`config.mk`:
```
export PLATFORM = sky130hd
export DESIGN_NAME = controller_perf_counter_multi
export DESIGN_NICKNAME = d
export VERILOG_FILES = /design/src/rtl/controller_perf_pkg.sv /design/src/rtl/controller_perf_section.sv /design/src/rtl/controller_perf_counter_multi.sv
export SDC_FILE = /design/constraint.sdc
export NUM_CORES = 1
export LEC_CHECK = 0
export ABC_AREA = 1
export BUFFER_PORTS_ARGS = -buffer_cell sky130_fd_sc_hd__buf_2
export CAP_MARGIN = 20
export CORE_MARGIN = 10
export CORE_UTILIZATION = 56
export DETAILED_ROUTE_END_ITERATION = 12
export PLACE_DENSITY = 0.74
export SETUP_SLACK_MARGIN = 0.3
export SKIP_CTS_REPAIR_TIMING = 1
export SLEW_MARGIN = 10
export SYNTH_ARGS = -nofsm -noshare
export SYNTH_HDL_FRONTEND = slang
export SYNTH_SLANG_ARGS = --single-unit
export TNS_END_PERCENT = 30
```
`constraint.sdc`:
```
create_clock -name clk -period 2.7 [get_ports clk]
set_input_delay 0.81 -clock clk [delete_from_list [all_inputs] [get_ports clk]]
set_output_delay 0.81 -clock clk [all_outputs]
set_load 0.01 [all_outputs]
```
`src/rtl/controller_perf_pkg.sv`:
```
// controller_perf_pkg
//   Shared constants for the multi-section performance counter.
//   - Per-section word offsets (read and write views of the same 4-word window)
//   - STATUS word bit positions
//   - Control bit positions inside writedata
package controller_perf_pkg;

  // Read view of a section's 4-word window.
  typedef enum logic [1:0] {
    OFS_TIME_LO = 2'd0,
    OFS_TIME_HI = 2'd1,
    OFS_EVENT   = 2'd2,
    OFS_STATUS  = 2'd3
  } rd_ofs_e;

  // Write view of the same window.
  typedef enum logic [1:0] {
    OFS_STOP = 2'd0,
    OFS_GO   = 2'd1,
    OFS_NONE = 2'd2,
    OFS_CTRL = 2'd3
  } wr_ofs_e;

  // STATUS word layout: {30'b0, overflow, running}
  localparam int unsigned STATUS_RUNNING_BIT  = 0;
  localparam int unsigned STATUS_OVERFLOW_BIT = 1;

  // writedata bit that clears sticky overflow on a CTRL write.
  localparam int unsigned CTRL_CLR_OVF_BIT = 0;
  // writedata bit that turns a section-0 STOP into a global reset.
  localparam int unsigned GLOBAL_RESET_BIT = 0;

endpackage

```
`src/rtl/controller_perf_section.sv`:
```
// controller_perf_section
//   State for one timed section: time counter, event counter, running flag,
//   sticky overflow flag and the high-half snapshot of the time counter.
// Ports:
//   clk_i, reset_i   clock, synchronous active-high reset
//   clr_all_i        global reset strobe (clears all state, beats increments)
//   en_i             global enable; nothing counts while low
//   stop_i, go_i     section STOP / GO strobes (never both at once)
//   clr_ovf_i        clear sticky overflow
//   snap_i           capture time[TIME_WIDTH-1:32] into the snapshot
//   time_lo_o        time counter bits 31:0
//   snap_o           snapshot register
//   event_o          event counter
//   running_o        running flag
//   overflow_o       sticky overflow flag
module controller_perf_section #(
  parameter int TIME_WIDTH  = 64,
  parameter int EVENT_WIDTH = 32,
  parameter int SATURATE    = 0
) (
  input  logic                   clk_i,
  input  logic                   reset_i,
  input  logic                   clr_all_i,
  input  logic                   en_i,
  input  logic                   stop_i,
  input  logic                   go_i,
  input  logic                   clr_ovf_i,
  input  logic                   snap_i,
  output logic [31:0]            time_lo_o,
  output logic [TIME_WIDTH-33:0] snap_o,
  output logic [EVENT_WIDTH-1:0] event_o,
  output logic                   running_o,
  output logic                   overflow_o
);

  logic [TIME_WIDTH-1:0]  time_q,     time_d;
  logic [EVENT_WIDTH-1:0] event_q,    event_d;
  logic [TIME_WIDTH-33:0] snap_q,     snap_d;
  logic                   running_q,  running_d;
  logic                   overflow_q, overflow_d;
  logic                   ovf_set;

  always_comb begin
    time_d     = time_q;
    event_d    = event_q;
    ovf_set    = 1'b0;
    running_d  = running_q;
    snap_d     = snap_q;

    // running_q is registered, so the GO cycle itself never counts time.
    if (en_i && running_q) begin
      if (&time_q) begin
        ovf_set = 1'b1;
        time_d  = (SATURATE != 0) ? time_q : '0;
      end else begin
        time_d = time_q + TIME_WIDTH'(1);
      end
    end

    if (en_i && go_i) begin
      if (&event_q) begin
        ovf_set = 1'b1;
        event_d = (SATURATE != 0) ? event_q : '0;
      end else begin
        event_d = event_q + EVENT_WIDTH'(1);
      end
    end

    if (stop_i) begin
      running_d = 1'b0;
    end else if (go_i) begin
      running_d = 1'b1;
    end

    // A new overflow wins over a clear in the same cycle.
    overflow_d = ovf_set | (overflow_q & ~clr_ovf_i);

    // Captured from the pre-increment value, matching the low half sampled
    // into readdata on the same edge.
    if (snap_i) begin
      snap_d = time_q[TIME_WIDTH-1:32];
    end
  end

  always_ff @(posedge clk_i) begin
    if (reset_i || clr_all_i) begin
      time_q     <= '0;
      event_q    <= '0;
      snap_q     <= '0;
      running_q  <= 1'b0;
      overflow_q <= 1'b0;
    end else begin
      time_q     <= time_d;
      event_q    <= event_d;
      snap_q     <= snap_d;
      running_q  <= running_d;
      overflow_q <= overflow_d;
    end
  end

  assign time_lo_o  = time_q[31:0];
  assign snap_o     = snap_q;
  assign event_o    = event_q;
  assign running_o  = running_q;
  assign overflow_o = overflow_q;

endmodule

```
`src/rtl/controller_perf_counter_multi.sv`:
```
// controller_perf_counter_multi
//   Avalon-MM slave with NUM_SECTIONS independently started/stopped timed
//   sections. Section s occupies words 4s..4s+3.
// Ports:
//   clk            sole clock, rising edge
//   reset          synchronous active-high reset
//   address        word address [AW-1:0]
//   begintransfer  first-cycle qualifier for write/read
//   write, read    transfer requests
//   writedata      32-bit write data
//   readdata       registered 32-bit read data (1-cycle latency, always updating)
module controller_perf_counter_multi
  import controller_perf_pkg::*;
#(
  parameter  int NUM_SECTIONS = 2,
  parameter  int TIME_WIDTH   = 64,
  parameter  int EVENT_WIDTH  = 32,
  parameter  int SATURATE     = 0,
  localparam int AW           = $clog2(NUM_SECTIONS) + 2
) (
  input  logic          clk,
  input  logic          reset,
  input  logic [AW-1:0] address,
  input  logic          begintransfer,
  input  logic          write,
  input  logic          read,
  input  logic [31:0]   writedata,
  output logic [31:0]   readdata
);

  logic        wr_stb, rd_stb;
  int unsigned sec;
  rd_ofs_e     rofs;
  wr_ofs_e     wofs;
  logic        go0, global_reset, global_enable;
  logic [31:0] readdata_q, readdata_d;
  logic [30:0] unused_wdata;

  assign wr_stb = write & begintransfer;
  assign rd_stb = read & begintransfer;
  assign sec    = 32'(address) >> 2;
  assign rofs   = rd_ofs_e'(address[1:0]);
  assign wofs   = wr_ofs_e'(address[1:0]);

  assign go0           = wr_stb && (sec == 0) && (wofs == OFS_GO);
  assign global_reset  = wr_stb && (sec == 0) && (wofs == OFS_STOP) && writedata[GLOBAL_RESET_BIT];

  logic [NUM_SECTIONS-1:0] running_w;
  assign global_enable = running_w[0] | go0;

  // OR-chain of per-section read words; unselected sections contribute 0,
  // so unmapped addresses fall out as 0.
  logic [NUM_SECTIONS:0][31:0] rd_acc;
  assign rd_acc[0] = '0;

  for (genvar s = 0; s < NUM_SECTIONS; s++) begin : g_sec
    localparam int unsigned SIDX = s;

    logic                   sel;
    logic [31:0]            time_lo;
    logic [TIME_WIDTH-33:0] snap;
    logic [EVENT_WIDTH-1:0] evt;
    logic                   overflow;
    logic [31:0]            word;

    assign sel = (sec == SIDX);

    controller_perf_section #(
      .TIME_WIDTH  (TIME_WIDTH),
      .EVENT_WIDTH (EVENT_WIDTH),
      .SATURATE    (SATURATE)
    ) u_sec (
      .clk_i      (clk),
      .reset_i    (reset),
      .clr_all_i  (global_reset),
      .en_i       (global_enable),
      .stop_i     (wr_stb && sel && (wofs == OFS_STOP)),
      .go_i       (wr_stb && sel && (wofs == OFS_GO)),
      .clr_ovf_i  (wr_stb && sel && (wofs == OFS_CTRL) && writedata[CTRL_CLR_OVF_BIT]),
      .snap_i     (rd_stb && sel && (rofs == OFS_TIME_LO)),
      .time_lo_o  (time_lo),
      .snap_o     (snap),
      .event_o    (evt),
      .running_o  (running_w[s]),
      .overflow_o (overflow)
    );

    always_comb begin
      word = '0;
      if (sel) begin
        case (rofs)
          OFS_TIME_LO: word = time_lo;
          OFS_TIME_HI: word = 32'(snap);
          OFS_EVENT:   word = 32'(evt);
          default: begin
            word[STATUS_RUNNING_BIT]  = running_w[s];
            word[STATUS_OVERFLOW_BIT] = overflow;
          end
        endcase
      end
    end

    assign rd_acc[s+1] = rd_acc[s] | word;
  end

  assign readdata_d = rd_acc[NUM_SECTIONS];

  always_ff @(posedge clk) begin
    if (reset) begin
      readdata_q <= '0;
    end else begin
      readdata_q <= readdata_d;
    end
  end

  assign readdata     = readdata_q;
  assign unused_wdata = writedata[31:1];

endmodule

```
==> results.py <==
metrics = {
    "pwr": {
        "power.density_nw_per_um2": 552,
        "ir_worst_vdd_uv": 514,
        "p_total_mw": 9.53,
        "power.leakage_nw": 5.94,
    },
    "finish": {
        "fin_cells": 2804,
        "final_layout_size_suffix_gt1_frac": 0.0824,
        "fill_cells": 2601,
        "syn_to_final_growth_pct": 13.2,
        "fin_nets": 2481,
        "insertedDiodeCount": 0,
        "design_area_um2": 17300,
        "fin_util": 0.642,
    },
    "floorplanning": {
        "rows": 60,
        "die_h_um": 185,
        "die_area_um2": 34200,
        "ios": 72,
        "start_util": 0.567,
        "fp.coreArea_um2": 26900,
        "die_x_um": 185,
    },
    "drt": {
        "wl_um": 53000,
        "drc": 0,
        "avgViaCountPerCell": 5.71,
        "ant_nets": 0,
        "drt-initial-drc-count": 2011,
        "via_count": 16000,
        "wl_per_cell_um": 18.9,
        "drtPass1Iterations": 7,
    },
    "run": {
        "max-cap-violations": 0,
    },
    "timing": {
        "fin_crit_sh": 0.846,
        "setup_viol": 0,
        "slew_headroom": 0.609,
        "hold_viol_final": 0,
        "tns_ns": 0,
        "clock_skew_ns": 0.0116,
        "worst_slack_ns": 0.417,
        "holdWs_ns": 0.462,
        "post-route-min-period_ns": 2.28,
        "worst_pin_slew_ns": 0.584,
        "rsz0062_at_grt": "yes",
        "clock.fmax_mhz": 438,
        "slew_violations": 0,
    },
    "hold_path": {
        "hold_class": "register to register",
    },
    "cts": {
        "htree_levels": 2,
        "cts-root-buf": "clkbuf_16",
        "numCtsBuffers": 35,
        "clockBufferDepth": 3,
        "clock_latency_ns": 0.52,
        "cts.sinks": 292,
        "cts_tree": "built",
        "cts.clk_slew.worst_paths_ns": 0.06,
    },
    "synthesis": {
        "synth_nets": 2412,
        "ys_ff_latch": 292,
        "synth_common_cells": "nand2_1, nor2_1, dfxtp_1",
        "synth-edff-count": 0,
        "yosysMostFrequentCell": "nand2_1",
        "synthArstFlopShare": 0,
        "synth_cells": 2368,
        "synth_cell_type_count": 43,
        "netlist_area_um2": 15200,
        "synthTopCellsByArea": "dfxtp_1, nand2_1, nor2_1, inv_1, a21oi_1",
        "yosys_warnings": 0,
        "yosysTopAreaCellShare": 0.384,
        "ys_seq_area_frac": 0.384,
        "yosysTopAreaCell": "dfxtp_1",
        "synth_top_flop_cell": "dfxtp_1",
        "postSynthAreaPerCell_um2": 6.44,
    },
    "status": {
        "status": "completed",
    },
    "setup_path": {
        "worst_setup_path_end_kind": "register",
        "cp.required_ns": 3.09,
        "critPathLaunchType": "register",
        "arrival_ns": 2.67,
        "path_class": "register to register",
        "worstPathMaxFanout": 5,
    },
    "global_routing": {
        "grt_pass1_wl_um": 82000,
        "grt_pass1_vias": 14400,
        "grt_max_degree": 62,
        "grt_antenna_before_repair": 2,
        "grt-ovfl-total": 0,
        "grt_use_total": 0.307,
    },
    "placement": {
        "dp.cells": 2741,
        "gp_congestion": 1.01,
        "place_ws_ns": 0.0998,
        "dp_hpwl_um": 40700,
        "portBuffers": 40,
        "placed_cell_area_um2": 16100,
    },
}
==> cell type report <==
cell class / instances / area, µm² / share of cell area
clock buffer: 56 / 1090 / 0.0630
clock inverter: 7 / 87.6 / 0.00508
inverter: 194 / 731 / 0.0423
multi-input combinational: 1813 / 8380 / 0.486
sequential: 292 / 5850 / 0.339
tap: 341 / 427 / 0.0247
timing repair buffer: 101 / 696 / 0.0403
==> layout by cell type (no fill, tap or decap), types with 10 or more instances in the layout <==
cell,Yosys,final
a211oi_1,33,33
a21oi_1,112,111
a221oi_1,28,28
buf_2,20,40
buf_4,5,58
clkbuf_1,37,10
clkbuf_16,0,37
dfxtp_1,292,292
inv_1,185,185
nand2_1,722,722
nand3_1,106,106
nand4_1,32,32
nor2_1,481,478
nor2_2,16,18
nor3_1,75,75
o21ai_0,65,65
xnor2_1,32,32
xor2_1,51,51
==> per-layer routing <==
metal,part of all wire,GRT usage,vias up
li1,-,-,7722
met1,0.45,0.449,7371
met2,0.42,0.450,825
met3,0.11,0.0511,99
met4,0.028,0.0917,4
met5,0.00051,0,-
==> where the power goes <==
part | internal, mW | total (mW) | switching [mW]
sequential | 4.33 | 4.34 | 0.00736
combinational | 0.0974 | 0.374 | 0.277
clock | 2.95 | 4.82 | 1.87
==> path summary, 6_finish.rpt <==
| path | end | cells after the start | slack (ns) | start |
|---|---|---|---|---|
| min reg2reg | g_sec[1].u_sec.snap_o[22] | 2 | 0.46 | g_sec[1].u_sec.snap_o[22] |
| min | g_sec[1].u_sec.snap_o[22] | 2 | 0.46 | g_sec[1].u_sec.snap_o[22] |
| max reg2reg | g_sec[1].u_sec.time_q[30] | 7 | 0.42 | g_sec[0].u_sec.running_o |
| max | g_sec[1].u_sec.time_q[30] | 7 | 0.42 | g_sec[0].u_sec.running_o |
==> critical path: stages (launching register included) <==
cell	delay [ns]
dfxtp_1	0.55
inv_1	0.30
nand2_1	0.17
nand2_1	0.23
buf_4	0.25
nor2_1	0.40
xor2_1	0.19
nor2_1	0.06
==> state kept, by name, indices dropped and copies added (netlist names) <==
name,cells
g_sec.u_sec.time_q,128
g_sec.u_sec.overflow_o,2
g_sec.u_sec.snap_o,64
g_sec.u_sec.event_o,64
readdata,32
g_sec.u_sec.running_o,2
==> cells by family (layout without fill, tap and decap cells) <==
logic type	count (synthesis)	count (layout)	share of synthesized area
xor+xnor	83	83	0.0477
compound gates	256	256	0.100
simple gates	1470	1470	0.397
flops	292	292	0.384
buf+inv	263	358	0.0688
fa+ha+maj	4	4	0.00328
Note: power is estimated with default switching activity, not from simulation.
